[src/rtl/mem_access_unit.sv]
// Load/store alignment unit: byte-lane extract/extend and read-modify-write merge.
// Optional misaligned-access rejection enabled by defining MAU_MISALIGN_CHECK_EN.
module mem_access_unit #(
  parameter logic BIG_ENDIAN = 1'b0
) (
  input  logic        clock,
  input  logic        reset,
  input  logic [31:0] address,
  input  logic [31:0] write_data,
  input  logic        mem_read,
  input  logic        mem_write,
  input  logic [1:0]  size,
  input  logic        load_signed,
  output logic [31:0] dmem_addr,
  output logic [31:0] dmem_wdata,
  output logic        dmem_we,
  input  logic [31:0] dmem_rdata,
  output logic [31:0] read_data,
  output logic        stall,
  output logic        misalign_err
);

  typedef enum logic {
    IDLE  = 1'b0,
    MERGE = 1'b1
  } state_t;

  state_t      state_q, state_d;
  logic [31:0] addr_q, addr_d;
  logic [31:0] wdat_q, wdat_d;
  logic [31:0] old_q, old_d;
  logic [1:0]  size_q, size_d;

  logic        req_st;
  logic        req_ld;
  logic        mis;
  logic        mis_err;
  logic        we_c;
  logic        stall_c;
  logic        merr_c;
  logic [31:0] rd_c;

  function automatic logic [4:0] byte_sh(input logic [1:0] a);
    return {a ^ {2{BIG_ENDIAN}}, 3'b000};
  endfunction

  function automatic logic [4:0] half_sh(input logic [1:0] a);
    return {a[1] ^ BIG_ENDIAN, 4'b0000};
  endfunction

  function automatic logic [31:0] extract(
    input logic [31:0] w,
    input logic [1:0]  sz,
    input logic [1:0]  a,
    input logic        sgn
  );
    logic [31:0] sb;
    logic [31:0] sh;
    sb = w >> byte_sh(a);
    sh = w >> half_sh(a);
    unique case (sz)
      2'b00:   return {{24{sgn & sb[7]}}, sb[7:0]};
      2'b01:   return {{16{sgn & sh[15]}}, sh[15:0]};
      default: return w;
    endcase
  endfunction

  // Old word with only the addressed lane(s) replaced by store data.
  function automatic logic [31:0] merge(
    input logic [31:0] old,
    input logic [31:0] wd,
    input logic [1:0]  sz,
    input logic [1:0]  a
  );
    logic [31:0] m;
    logic [31:0] d;
    unique case (sz)
      2'b00: begin
        m = 32'h0000_00ff << byte_sh(a);
        d = {24'h0, wd[7:0]} << byte_sh(a);
      end
      2'b01: begin
        m = 32'h0000_ffff << half_sh(a);
        d = {16'h0, wd[15:0]} << half_sh(a);
      end
      default: begin
        m = 32'hffff_ffff;
        d = wd;
      end
    endcase
    return (old & ~m) | (d & m);
  endfunction

  always_comb begin
    req_st = mem_write;
    req_ld = mem_read & ~mem_write;
    mis    = 1'b0;
`ifdef MAU_MISALIGN_CHECK_EN
    mis = ((size == 2'b01) & address[0]) |
          (size[1] & (|address[1:0]));
`else
    mis = 1'b0;
`endif
    mis_err = (req_st | req_ld) & mis;
  end

  always_comb begin
    state_d    = state_q;
    addr_d     = addr_q;
    wdat_d     = wdat_q;
    old_d      = old_q;
    size_d     = size_q;
    dmem_addr  = {address[31:2], 2'b00};
    dmem_wdata = write_data;
    we_c       = 1'b0;
    stall_c    = 1'b0;
    merr_c     = 1'b0;
    rd_c       = 32'h0;
    unique case (state_q)
      IDLE: begin
        if (mis_err) begin
          merr_c = 1'b1;
        end else if (req_st) begin
          if (size[1]) begin
            we_c = 1'b1;
          end else begin
            stall_c = 1'b1;
            state_d = MERGE;
            addr_d  = address;
            wdat_d  = write_data;
            old_d   = dmem_rdata;
            size_d  = size;
          end
        end else if (req_ld) begin
          rd_c = extract(dmem_rdata, size, address[1:0], load_signed);
        end
      end
      MERGE: begin
        dmem_addr  = {addr_q[31:2], 2'b00};
        dmem_wdata = merge(old_q, wdat_q, size_q, addr_q[1:0]);
        we_c       = 1'b1;
        state_d    = IDLE;
      end
    endcase
  end

  // Reset silences the memory side immediately, aborting an in-flight merge.
  always_comb begin
    dmem_we      = we_c & ~reset;
    stall        = stall_c & ~reset;
    misalign_err = merr_c & ~reset;
    read_data    = reset ? 32'h0 : rd_c;
  end

  always_ff @(posedge clock or posedge reset) begin
    if (reset) begin
      state_q <= IDLE;
      addr_q  <= 32'h0;
      wdat_q  <= 32'h0;
      old_q   <= 32'h0;
      size_q  <= 2'b00;
    end else begin
      state_q <= state_d;
      addr_q  <= addr_d;
      wdat_q  <= wdat_d;
      old_q   <= old_d;
      size_q  <= size_d;
    end
  end

endmodule

[config.mk]
export PLATFORM = sky130hd
export DESIGN_NAME = mem_access_unit
export DESIGN_NICKNAME = d
export VERILOG_FILES = /design/src/rtl/mem_access_unit.sv
export SDC_FILE = /design/constraint.sdc
export NUM_CORES = 1
export LEC_CHECK = 0
export ABC_CLOCK_PERIOD_IN_PS = 3000
export BUFFER_PORTS_ARGS = -buffer_cell sky130_fd_sc_hd__buf_2
export CAP_MARGIN = 15
export CELL_PAD_IN_SITES_DETAIL_PLACEMENT = 0
export CELL_PAD_IN_SITES_GLOBAL_PLACEMENT = 1
export CORE_ASPECT_RATIO = 1.2
export CORE_MARGIN = 2
export CORE_UTILIZATION = 36
export CTS_BUF_LIST = sky130_fd_sc_hd__clkbuf_4 sky130_fd_sc_hd__clkbuf_8 sky130_fd_sc_hd__clkbuf_16
export DETAILED_ROUTE_END_ITERATION = 8
export GPL_TIMING_DRIVEN = 1
export PLACE_DENSITY = 0.93
export SYNTH_ARGS = -nofsm -noshare
export SYNTH_HDL_FRONTEND = slang
export SYNTH_SLANG_ARGS = --single-unit
[constraint.sdc]
create_clock -name clock -period 3 [get_ports clock]
set_input_delay 0 -clock clock [delete_from_list [all_inputs] [get_ports clock]]
set_output_delay 0 -clock clock [all_outputs]
set_load 0.02 [all_outputs]
==> results of run 1 <==
## per-layer routing
layer / wire length, µm / share of wire / vias up
li1: - / - / 2235
met1: 6675 / 0.41 / 2245
met2: 7921 / 0.49 / 179
met3: 937 / 0.058 / 33
met4: 612 / 0.038 / 0
met5: 0 / 0 / -
## cell usage after synthesis
| master | count | area [µm²] |
|---|---|---|
| nand4_1 | 1 | 6.260 |
| and2_1 | 2 | 12.51 |
| a22o_1 | 1 | 8.760 |
| o21a_1 | 1 | 7.510 |
| buf_2 | 11 | 55.05 |
| a21oi_2 | 2 | 17.52 |
| a222oi_1 | 7 | 70.07 |
| or4b_1 | 1 | 10.01 |
| a221oi_1 | 8 | 70.07 |
| a31oi_1 | 1 | 6.260 |
| buf_1 | 3 | 11.26 |
| o21ai_1 | 1 | 5.000 |
| nor3b_2 | 3 | 37.54 |
| buf_4 | 4 | 30.03 |
| nand2_1 | 65 | 244.0 |
| o21ai_0 | 34 | 170.2 |
| dfrtp_1 | 82 | 2052 |
| o21ai_2 | 2 | 17.52 |
| clkbuf_1 | 18 | 67.56 |
| a21oi_1 | 19 | 95.09 |
| inv_1 | 30 | 112.6 |
| nor2_1 | 41 | 153.9 |
| nor3_1 | 1 | 5.000 |
| conb_1 | 1 | 3.750 |
| mux2_2 | 118 | 1329 |
| buf_6 | 2 | 22.52 |
| mux2i_1 | 16 | 160.2 |
| o22ai_1 | 16 | 100.1 |
| o21bai_1 | 1 | 7.510 |
| nor2_4 | 1 | 11.26 |
## metrics by stage
stage	worst slack (ns)	util	hold slack, ns	std cells
after detailed placement	1.068	0.4529	0.1352	828
after global routing	0.5564	0.5415	0.1402	924
after floorplan	0.8682	-	0.07979	495
after CTS	0.6911	0.5415	0.1135	924
after global placement	1.089	0.4529	0.1342	828
final	0.7237	0.5415	0.1170	924
## layout make-up
type	count	area share
clock buffers	11	0.03439
clock inverters	5	0.01746
inverters	30	0.01588
multi-input cells	345	0.3575
flip-flops and latches	82	0.2868
well taps	168	0.02932
repair buffers	283	0.2587
## state kept, by name, indices dropped and copies added (netlist names)
signal	count
old_q	32
wdat_q	16
state_q	1
size_q	1
addr_q	32
## worst paths after layout
| check | endpoint | slack, ns | start | depth (start not counted) |
|---|---|---|---|---|
| setup / recovery | dmem_wdata[0] | 0.72 | size_q[0] | 5 |
| hold / removal | size_q[0] | 0.12 | size[0] | 3 |
| setup reg to reg | old_q[20] | 1.36 | state_q | 3 |
| hold reg to reg | addr_q[5] | 0.50 | addr_q[5] | 1 |
| max in group asynchronous | state_q | 1.96 | reset | 4 |
| min in group asynchronous | addr_q[8] | 0.33 | reset | 3 |
## critical path, delay by kind of cell, from the launching register on
| kind | cells | cell delay (ns) |
|---|---|---|
| muxes | 1 | 0.25 |
| DFF | 1 | 0.67 |
| AOI/OAI and AO/OA | 2 | 0.63 |
| buffers and inverters | 2 | 0.38 |
## kinds of logic (layout without fill, tap and decap cells)
| kind of cell | Yosys count | in the layout | synth area share |
|---|---|---|---|
| other | 1 | 3 | 0.0007654 |
| flip-flops | 82 | 82 | 0.4188 |
| AND/OR/NAND/NOR | 115 | 115 | 0.09806 |
| multiplexers | 134 | 134 | 0.3039 |
| AO/OA/AOI/OAI | 93 | 93 | 0.1175 |
| buffers and inverters | 68 | 329 | 0.06103 |
## power by group through the flow
stage | clock (mW) | combinational [mW] | sequential, mW
floorplan | 0 | 0.706 | 1.39
global placement | 0 | 0.961 | 1.47
detailed placement | 0 | 0.970 | 1.48
CTS | 1.40 | 1.06 | 1.46
global route | 1.46 | 1.15 | 1.49
finish | 1.38 | 1.06 | 1.46
==> metrics.log, run 1 <==
[metrics] outcome: complete, no violations
[metrics] wire length per cell: 17.48 µm
[metrics] power density relative to cell area: ~540 mW/mm²
[metrics] vias per std cell: ~5.1
[metrics] DPL Wire Length: ~11 mm
[metrics] proportion of total power due to net switching: 0.2978
[metrics] wire length of the first global-routing pass: 25.13 mm
[metrics] category of the most critical setup path: reg2out
[metrics] count of clock tree sinks: 82
[metrics] endpoint arrival time on the critical path: 2.28 ns
[metrics] fmax: 439.3 MHz
[metrics] Total Wirelength: approximately 16 mm
[metrics] TritonCTS buffer count: 9
[metrics] CTS Root Cell: clkbuf_16
[metrics] H-tree depth: 3
[metrics] most congested layer reported by global routing: met2
[metrics] count of nets after finishing: between 800 and 900
[metrics] Post-Synthesis Mean Instance Area: 9.939 µm²
[metrics] # setup viols final: 0
[metrics] maxcap violations: 0
[metrics] filler cell count: 1242
[metrics] area taken by flip-flops and latches: 0.002056 mm²
[metrics] die outline width: 110.5 µm
[metrics] share of post-route cells with drive strength above 1: 0.4590
[metrics] cell area after layout: ~0.007 mm²
[metrics] unrepaired setup endpoints after global routing: no
[metrics] largest voltage drop on the vdd net: 0.2831 mV
[metrics] netlist area before placement: 0.004900 mm²
[metrics] library cells used by synthesis: 30
[metrics] portion of the post-synthesis area used by sequential elements: 0.4188
[metrics] global-route track usage on met2: 0.3698
[metrics] register bit total from synthesis: 82
[metrics] antenna cell count: 0
[metrics] Placed Area: 0.005996 mm²
[metrics] final-report hold violation count: 0
[metrics] CP max stage delay: 0.67 ns
[metrics] maximum clock path buffer count: 2
[metrics] most frequent cells in the layout: buf_2 (198), mux2_2 (118), dfrtp_1 (81), dlygate4sd3_1 (80), nand2_1 (65)
[metrics] count of buffers from port buffering: 198
[metrics] element type at the critical path end: primary output
[metrics] synth-to-layout area growth: 46.30%
[metrics] logic gate share of total power: 0.272
[metrics] number of global-route vias before repair: ~4800
[metrics] remaining routing DRC violations: 0
[metrics] sequential cell fraction of total power: 0.375
[metrics] count of boundary I/O pins: 202
[metrics] Initial Util: 0.3701
[metrics] Final min period: 2.276 ns
[metrics] leakage: 3.471 nW
[metrics] total number of vias: 4692
[metrics] initial detailed-routing violation count: 279
[metrics] final RePlAce weighted congestion: 0.8663
[metrics] post-route total power: 3.900 mW
[metrics] post-cts resize count: 0
[metrics] router iterations before antenna repair: 5
[metrics] Tightest Hold Check Type: in2reg
[metrics] antenna violations before repair: 0
[metrics] final clock period utilization by the worst path: 0.7588
[metrics] area inside the core boundary: 0.01324 mm²
[metrics] Worst setup SP type: flop
[metrics] clock network fraction of total power: 0.354
[metrics] worst path cell trace: inv_1 -> a21oi_2 -> mux2i_1 -> a21oi_1 -> buf_2
[metrics] number of standard cells after synthesis: 493
[metrics] P_sw: 1.161 mW
[metrics] remaining antenna violation count: 0
[metrics] post-CTS setup buffers: 0
[metrics] pin count of the biggest net entering global routing: 96
[metrics] final clock skew: 0.003986 ns
[metrics] Tightest Pin Transition: 0.9836 ns
[metrics] Max Slew Vio Count: 0
[metrics] TritonCTS clock tree: yes
[metrics] global-route usage over all layers: 0.2163
[metrics] Total Neg Setup Slack: 0 ns
[metrics] number of rows in the core area: 46
[metrics] overall die height: approximately 130 µm
[metrics] total area of multi-input combinational cells: 0.002562 mm²
[metrics] commonest non-fill, non-tap cell in the layout: buf_2
[metrics] met1 track demand over resource: 0.2589
[metrics] GRT overflow: 0
[metrics] Total Die Area: roughly 0.015 mm²
[metrics] critical path data required time: 3.00 ns
[metrics] Critical Path Slowest Stage Cell: dfrtp_1
[metrics] Rel. slew slack: 0.3442
[metrics] cell internal power dissipation: ~2.7 mW
[metrics] met3 Usage GRT: 0.05057
[metrics] hold buffers post-CTS: 80
[metrics] clk slew on worst S/H paths: around 0.06 ns
[metrics] Yosys warning count: 0
[metrics] peak fanout along the critical path: 21
[metrics] clock latency reported for the late side of the worst-skew pair: 0.33 ns
(Power assumes the default switching activity.)
==> run 2, diff against run 1 <==
--- a/config.mk
+++ b/config.mk
@@ -5,7 +5,7 @@
 export SDC_FILE = /design/constraint.sdc
 export NUM_CORES = 1
 export LEC_CHECK = 0
-export ABC_CLOCK_PERIOD_IN_PS = 3000
+export ABC_CLOCK_PERIOD_IN_PS = 2400
 export BUFFER_PORTS_ARGS = -buffer_cell sky130_fd_sc_hd__buf_2
 export CAP_MARGIN = 15
 export CELL_PAD_IN_SITES_DETAIL_PLACEMENT = 0
==> constraint.sdc (replaced) <==
create_clock -name clock -period 2.4 [get_ports clock]
set_input_delay 0 -clock clock [delete_from_list [all_inputs] [get_ports clock]]
set_output_delay 0 -clock clock [all_outputs]
set_load 0.02 [all_outputs]
==> run 2 against run 1 <==
Compared with the run above: register-to-register slack got worse by 0.60 ns; cell count increased by 0.54%; combinational power increased by 28%; sequential share of layout area increased by 0.11 points; die area unchanged; flip-flop and latch count unchanged.
==> metrics.log, run 2 (same netlist as run 1, synthesis figures left out) <==
[metrics] outcome: complete, no violations
[metrics] filler-free cell count of the finished design: 929
[metrics] global-route usage over all layers: 0.2158
[metrics] number of rows in the core area: 46
[metrics] largest voltage drop on the vdd net: between 0.3 and 0.4 mV
[metrics] clock latency reported for the late side of the worst-skew pair: 0.33 ns
[metrics] count of clock tree sinks: 82
[metrics] final clock period utilization by the worst path: 0.9587
[metrics] vias per std cell: 5.066
[metrics] die outline width: between 100 and 150 µm
[metrics] endpoint arrival time on the critical path: 2.30 ns
[metrics] crit path setup slack, layout: approximately 0.1 ns
[metrics] wire length of the first global-routing pass: 25.34 mm
[metrics] # placed instances: about 830
[metrics] Total Wirelength: 16.20 mm
[metrics] total number of vias: 4706
[metrics] final RePlAce weighted congestion: approximately 0.85
[metrics] commonest non-fill, non-tap cell in the layout: buf_2
[metrics] antenna cell count: 0
[metrics] TritonCTS buffer count: 9
[metrics] unrepaired setup endpoints after global routing: no
[metrics] initial detailed-routing violation count: ~280
[metrics] fmax: 434.6 MHz
[metrics] DPL Wire Length: 11.48 mm
[metrics] element type at the critical path end: primary output
[metrics] maxcap violations: 0
[metrics] Initial Util: 0.3701
[metrics] power density relative to cell area: 631.0 mW/mm²
[metrics] Tightest Hold Check Type: in2reg
[metrics] Core Util, Final: 0.5395
[metrics] peak fanout along the critical path: 10
[metrics] Max Slew Vio Count: 0
[metrics] antenna violations before repair: 0
[metrics] clk slew on worst S/H paths: 0.06 ns
[metrics] category of the most critical setup path: reg2out
[metrics] Total Neg Setup Slack: 0 ns
[metrics] CTS Root Cell: clkbuf_16
[metrics] most frequent cells in the layout: buf_2 (198), mux2_2 (118), dfrtp_1 (81), dlygate4sd3_1 (80), nand2_1 (65)
[metrics] area inside the core boundary: 0.01324 mm²
[metrics] remaining antenna violation count: 0
[metrics] Total Die Area: 0.01456 mm²
[metrics] worst setup timing slack at the placement stage: around 0.36 ns
[metrics] GRT overflow: 0
[metrics] wire length per cell: around 17 µm
[metrics] final clock skew: 0.005111 ns
[metrics] pin count of the biggest net entering global routing: 96
[metrics] Final min period: 2.301 ns
[metrics] final-report hold violation count: 0
[metrics] Rel. slew slack: 0.5241
[metrics] Tightest Pin Transition: 0.7139 ns
[metrics] remaining routing DRC violations: 0
[metrics] maximum clock path buffer count: 2
[metrics] # setup viols final: 0
[metrics] synth-to-layout area growth: 45.76%
[metrics] H-tree depth: 3
[metrics] biggest registers after layout: addr_q (32), old_q (32), wdat_q (16)
[metrics] share of post-route cells with drive strength above 1: 0.4625
[metrics] Worst setup SP type: flop
[metrics] count of boundary I/O pins: roughly 200
[metrics] number of global-route vias before repair: 4867
[metrics] TritonCTS clock tree: yes
[metrics] count of nets after finishing: 860
[metrics] leakage: 3.466 nW
[metrics] count of buffers from port buffering: 198
[metrics] overall die height: 131.8 µm
[metrics] router iterations before antenna repair: 5
[metrics] critical path data required time: 2.40 ns
-- run 2: what timing repair did --
| item | in CTS | in global routing |
|---|---|---|
| pin swaps | 1 | 0 |
| setup buffers | 2 | 0 |
| gates cloned | 0 | 0 |
| hold endpoints to repair | 100 | 0 |
| hold buffers | 80 | 0 |
| gates resized for setup | 0 | 1 |
| setup endpoints to repair | 1 | 1 |
-- run 2: critical path, stage by stage (launching register included) --
cell and delay (ns):
dfrtp_4 0.50, or4b_1 0.65, buf_4 0.25, nor2_4 0.14, buf_4 0.13, nand2_1 0.04
nand2_1 0.07, buf_2 0.18
-- run 2: layout make-up --
cell class | instances | area, µm²
Clock buffer | 9 | 225.2
Clock inverter | 6 | 58.81
Fill cell | 1227 | 6096
Inverter | 30 | 113.9
Multi-Input combinational cell | 345 | 2562
Sequential cell | 82 | 2056
Tap cell | 168 | 210.2
Timing Repair Buffer | 289 | 1916
-- run 2: where the power goes --
part           switching (mW)  internal, mW
logic                   0.711         0.647
clock network           0.549         0.794
registers               0.178          1.63
total                    1.44          3.07
-- run 2: final timing paths --
path	from	to	slack [ns]	cells after the start
worst max-delay path	state_q	read_data[28]	0.1	7
worst min-delay path	size[0]	size_q[0]	0.07	3
worst max register to register	state_q	addr_q[22]	0.76	3
worst min register to register	addr_q[27]	addr_q[27]	0.50	1
max in group asynchronous	reset	state_q	1.53	4
min in group asynchronous	reset	addr_q[2]	0.22	3
-- run 2: layer usage --
| layer | GRT usage | routed length [µm] |
|---|---|---|
| met4 | 0.06806 | 427 |
| met3 | 0.05333 | 1065 |
| met2 | 0.3872 | 8262 |
| met1 | 0.2534 | 6444 |
| met5 | 0 | 0 |
-- run 2: stage by stage --
stage	cell area, µm²	hold WS, ns	power, mW
2_1_floorplan	4907	0.07979	2.622
3_3_place_gp	6026	0.03464	3.043
3_5_place_dp	6026	0.02990	3.070
4_1_cts	7138	0.06666	4.537
5_1_grt	7142	0.09737	4.751
6_report	7142	0.07094	4.507
==> run 3, diff against run 2 <==
--- a/config.mk
+++ b/config.mk
@@ -16,7 +16,7 @@
 export CTS_BUF_LIST = sky130_fd_sc_hd__clkbuf_4 sky130_fd_sc_hd__clkbuf_8 sky130_fd_sc_hd__clkbuf_16
 export DETAILED_ROUTE_END_ITERATION = 8
 export GPL_TIMING_DRIVEN = 1
-export PLACE_DENSITY = 0.93
+export PLACE_DENSITY = 0.82
 export SYNTH_ARGS = -nofsm -noshare
 export SYNTH_HDL_FRONTEND = slang
 export SYNTH_SLANG_ARGS = --single-unit
==> run 3 against run 2 <==
Compared with the run above: flip-flop and latch count unchanged; clock skew decreased by 0.0010 ns; register-to-register slack got worse by 0.23 ns; maximum frequency increased by 2.5%; non-clock buffer count decreased by 2; sequential power about the same; via count decreased by 1.1%; sequential share of layout area about the same; critical path depth decreased by 3; setup slack improved by 0.056 ns; critical endpoint is now read_data[9].
==> metrics.log, run 3 (same netlist as run 1, synthesis figures left out) <==
[metrics] GRT overflow: 0
[metrics] clock latency reported for the late side of the worst-skew pair: 0.34 ns
[metrics] largest voltage drop on the vdd net: 0.3465 mV
[metrics] logic gate share of total power: 0.289
[metrics] # setup viols final: 0
[metrics] biggest registers after layout: addr_q (32), old_q (32), wdat_q (16)
[metrics] number of cells traversed by the worst register-to-register path: 4
[metrics] antenna violations before repair: 0
[metrics] clk slew on worst S/H paths: 0.06 ns
[metrics] synth-to-layout area growth: 45.68%
[metrics] initial detailed-routing violation count: ~230
[metrics] Initial Util: 0.3701
[metrics] worst flop-to-flop path startpoint: state_q
[metrics] number of buffer and inverter stages on the critical path: 2
[metrics] maxcap violations: 0
[metrics] final clock skew: 0.004087 ns
[metrics] die outline width: 110.5 µm
[metrics] worst path cell trace: or4b_1 -> buf_4 -> a221oi_1 -> buf_2
[metrics] cell area after layout: 0.007138 mm²
[metrics] sequential cell fraction of total power: 0.389
[metrics] TritonCTS buffer count: 9
[metrics] endpoint arrival time on the critical path: 2.24 ns
[metrics] Total Wirelength: 15.51 mm
[metrics] overall die height: 131.8 µm
[metrics] Max Slew Vio Count: 0
[metrics] launch point of the worst hold path: size[0]
[metrics] share of post-route cells with drive strength above 1: 0.4618
[metrics] power density relative to cell area: 647.9 mW/mm²
[metrics] Final min period: approximately 2.2 ns
[metrics] Rel. slew slack: 0.5472
[metrics] startpoint of the most critical setup path: state_q
[metrics] final clock period utilization by the worst path: 0.9352
[metrics] number of rows in the core area: 46
[metrics] global-route usage over all layers: 0.2104
[metrics] wire length of the first global-routing pass: 24.96 mm
[metrics] proportion of total power due to net switching: 0.3050
[metrics] count of buffers from port buffering: 198
[metrics] most frequent cells in the layout: buf_2 (198), mux2_2 (118), dfrtp_1 (81), dlygate4sd3_1 (80), nand2_1 (65)
[metrics] count of clock tree sinks: 82
[metrics] cell internal power dissipation: 3.214 mW
[metrics] H-tree depth: 3
[metrics] remaining antenna violation count: 0
[metrics] worst setup slack for register-to-register paths: 0.53 ns
[metrics] router iterations before antenna repair: 5
[metrics] worst reg2reg path endpoint: addr_q[29]
[metrics] wire length per cell: 16.71 µm
[metrics] # placed instances: 832
[metrics] unrepaired setup endpoints after global routing: no
[metrics] post-cts resize count: 0
[metrics] Placed Area: 0.006013 mm²
[metrics] leakage: 3.462 nW
[metrics] filler-free cell count of the finished design: 928
[metrics] peak fanout along the critical path: 16
[metrics] fmax: 445.6 MHz
[metrics] final-report hold violation count: 0
[metrics] Total Die Area: approximately 0.015 mm²
[metrics] outcome: complete, no violations
[metrics] Worst setup SP type: flop
[metrics] P_sw: 1.411 mW
[metrics] Total Neg Setup Slack: 0 ns
[metrics] maximum clock path buffer count: 2
[metrics] final RePlAce weighted congestion: ~0.86
[metrics] total number of vias: around 4700
[metrics] critical path data required time: 2.40 ns
[metrics] vias per std cell: 5.014
[metrics] element type at the critical path end: primary output
[metrics] DPL Wire Length: 11.49 mm
[metrics] CP max stage delay: about 0.6 ns
[metrics] antenna cell count: 0
[metrics] pin count of the biggest net entering global routing: 70
[metrics] Tightest Hold Check Type: in2reg
[metrics] number of global-route vias before repair: 4887
[metrics] clock network fraction of total power: 0.322
[metrics] Fin Hold WS: between 0.1 and 0.15 ns
[metrics] commonest non-fill, non-tap cell in the layout: buf_2
[metrics] Tightest Pin Transition: 0.6777 ns
[metrics] area inside the core boundary: 0.01324 mm²
[metrics] post-route total power: 4.625 mW
[metrics] Worst setup endpoint: read_data[9]
[metrics] depth of the critical timing path with buffers and inverters included: 4
[metrics] count of nets after finishing: between 800 and 900
[metrics] TritonCTS clock tree: yes
[metrics] CTS Root Cell: clkbuf_16
[metrics] Critical Path Slowest Stage Cell: or4b_1
[metrics] category of the most critical setup path: reg2out
[metrics] count of boundary I/O pins: approximately 200
[metrics] kind of cell with the highest combined delay on the critical path: simple AND/OR/NAND/NOR gates
[metrics] remaining routing DRC violations: 0
run 3: cell types whose count changed in the layout (fill, tap and decap cells not counted), sizes merged:
cell,delta
clkinv,-3
buf,-2
clkbuf,+2
bufinv,+1
clkinvlp,+1
run 3: final cells by class:
class | count | area [µm²]
Fill cell | 1191 | 6100
Multi-Input combinational cell | 345 | 2562
Sequential cell | 82 | 2056
Timing Repair Buffer | 287 | 1872
Clock buffer | 11 | 246.5
Tap cell | 168 | 210.2
Inverter | 30 | 113.9
Clock inverter | 5 | 77.57
run 3: power by group through the flow:
| stage | registers [mW] | logic [mW] | clock network [mW] |
|---|---|---|---|
| after floorplan | 1.74 | 0.882 | 0 |
| after global placement | 1.81 | 1.21 | 0 |
| after detailed placement | 1.82 | 1.24 | 0 |
| after CTS | 1.80 | 1.34 | 1.53 |
| after global routing | 1.83 | 1.45 | 1.59 |
| final | 1.80 | 1.34 | 1.49 |
run 3: worst min path at each step:
stage               cells past startpoint   endpoint  slack [ns]
global placement                        3  addr_q[5]        0.12
finish                                  3  size_q[0]        0.12
global route                            3  size_q[0]        0.12
floorplan                               1    dmem_we        0.08
CTS                                     3  size_q[0]        0.11
detailed placement                      3  addr_q[4]        0.13
run 3: timing repair:
action / 4_1_cts / 5_1_grt
hold buffers: 80 / 0
endpoints found under the hold margin: 161 / 0
buffers inserted: 0 / 0
run 3: worst reg2reg max path: stages, from the launching register on:
cell     delay (ns)
dfrtp_4        0.48
buf_4          0.25
nor3b_4        0.27
buf_4          0.37
mux2_2         0.39
run 3: per-stage QoR:
stage,utilization,setup slack [ns]
2_1_floorplan,-,0.2682
4_1_cts,0.5392,0.1765
6_report,0.5392,0.1556
5_1_grt,0.5392,0.05227
3_3_place_gp,0.4543,0.5478
3_5_place_dp,0.4543,0.5276
run 3: layer usage:
metal,part of all wire,GRT usage
met1,0.40,0.2434
met2,0.53,0.3896
met3,0.052,0.04368
met4,0.018,0.06250
met5,0,0
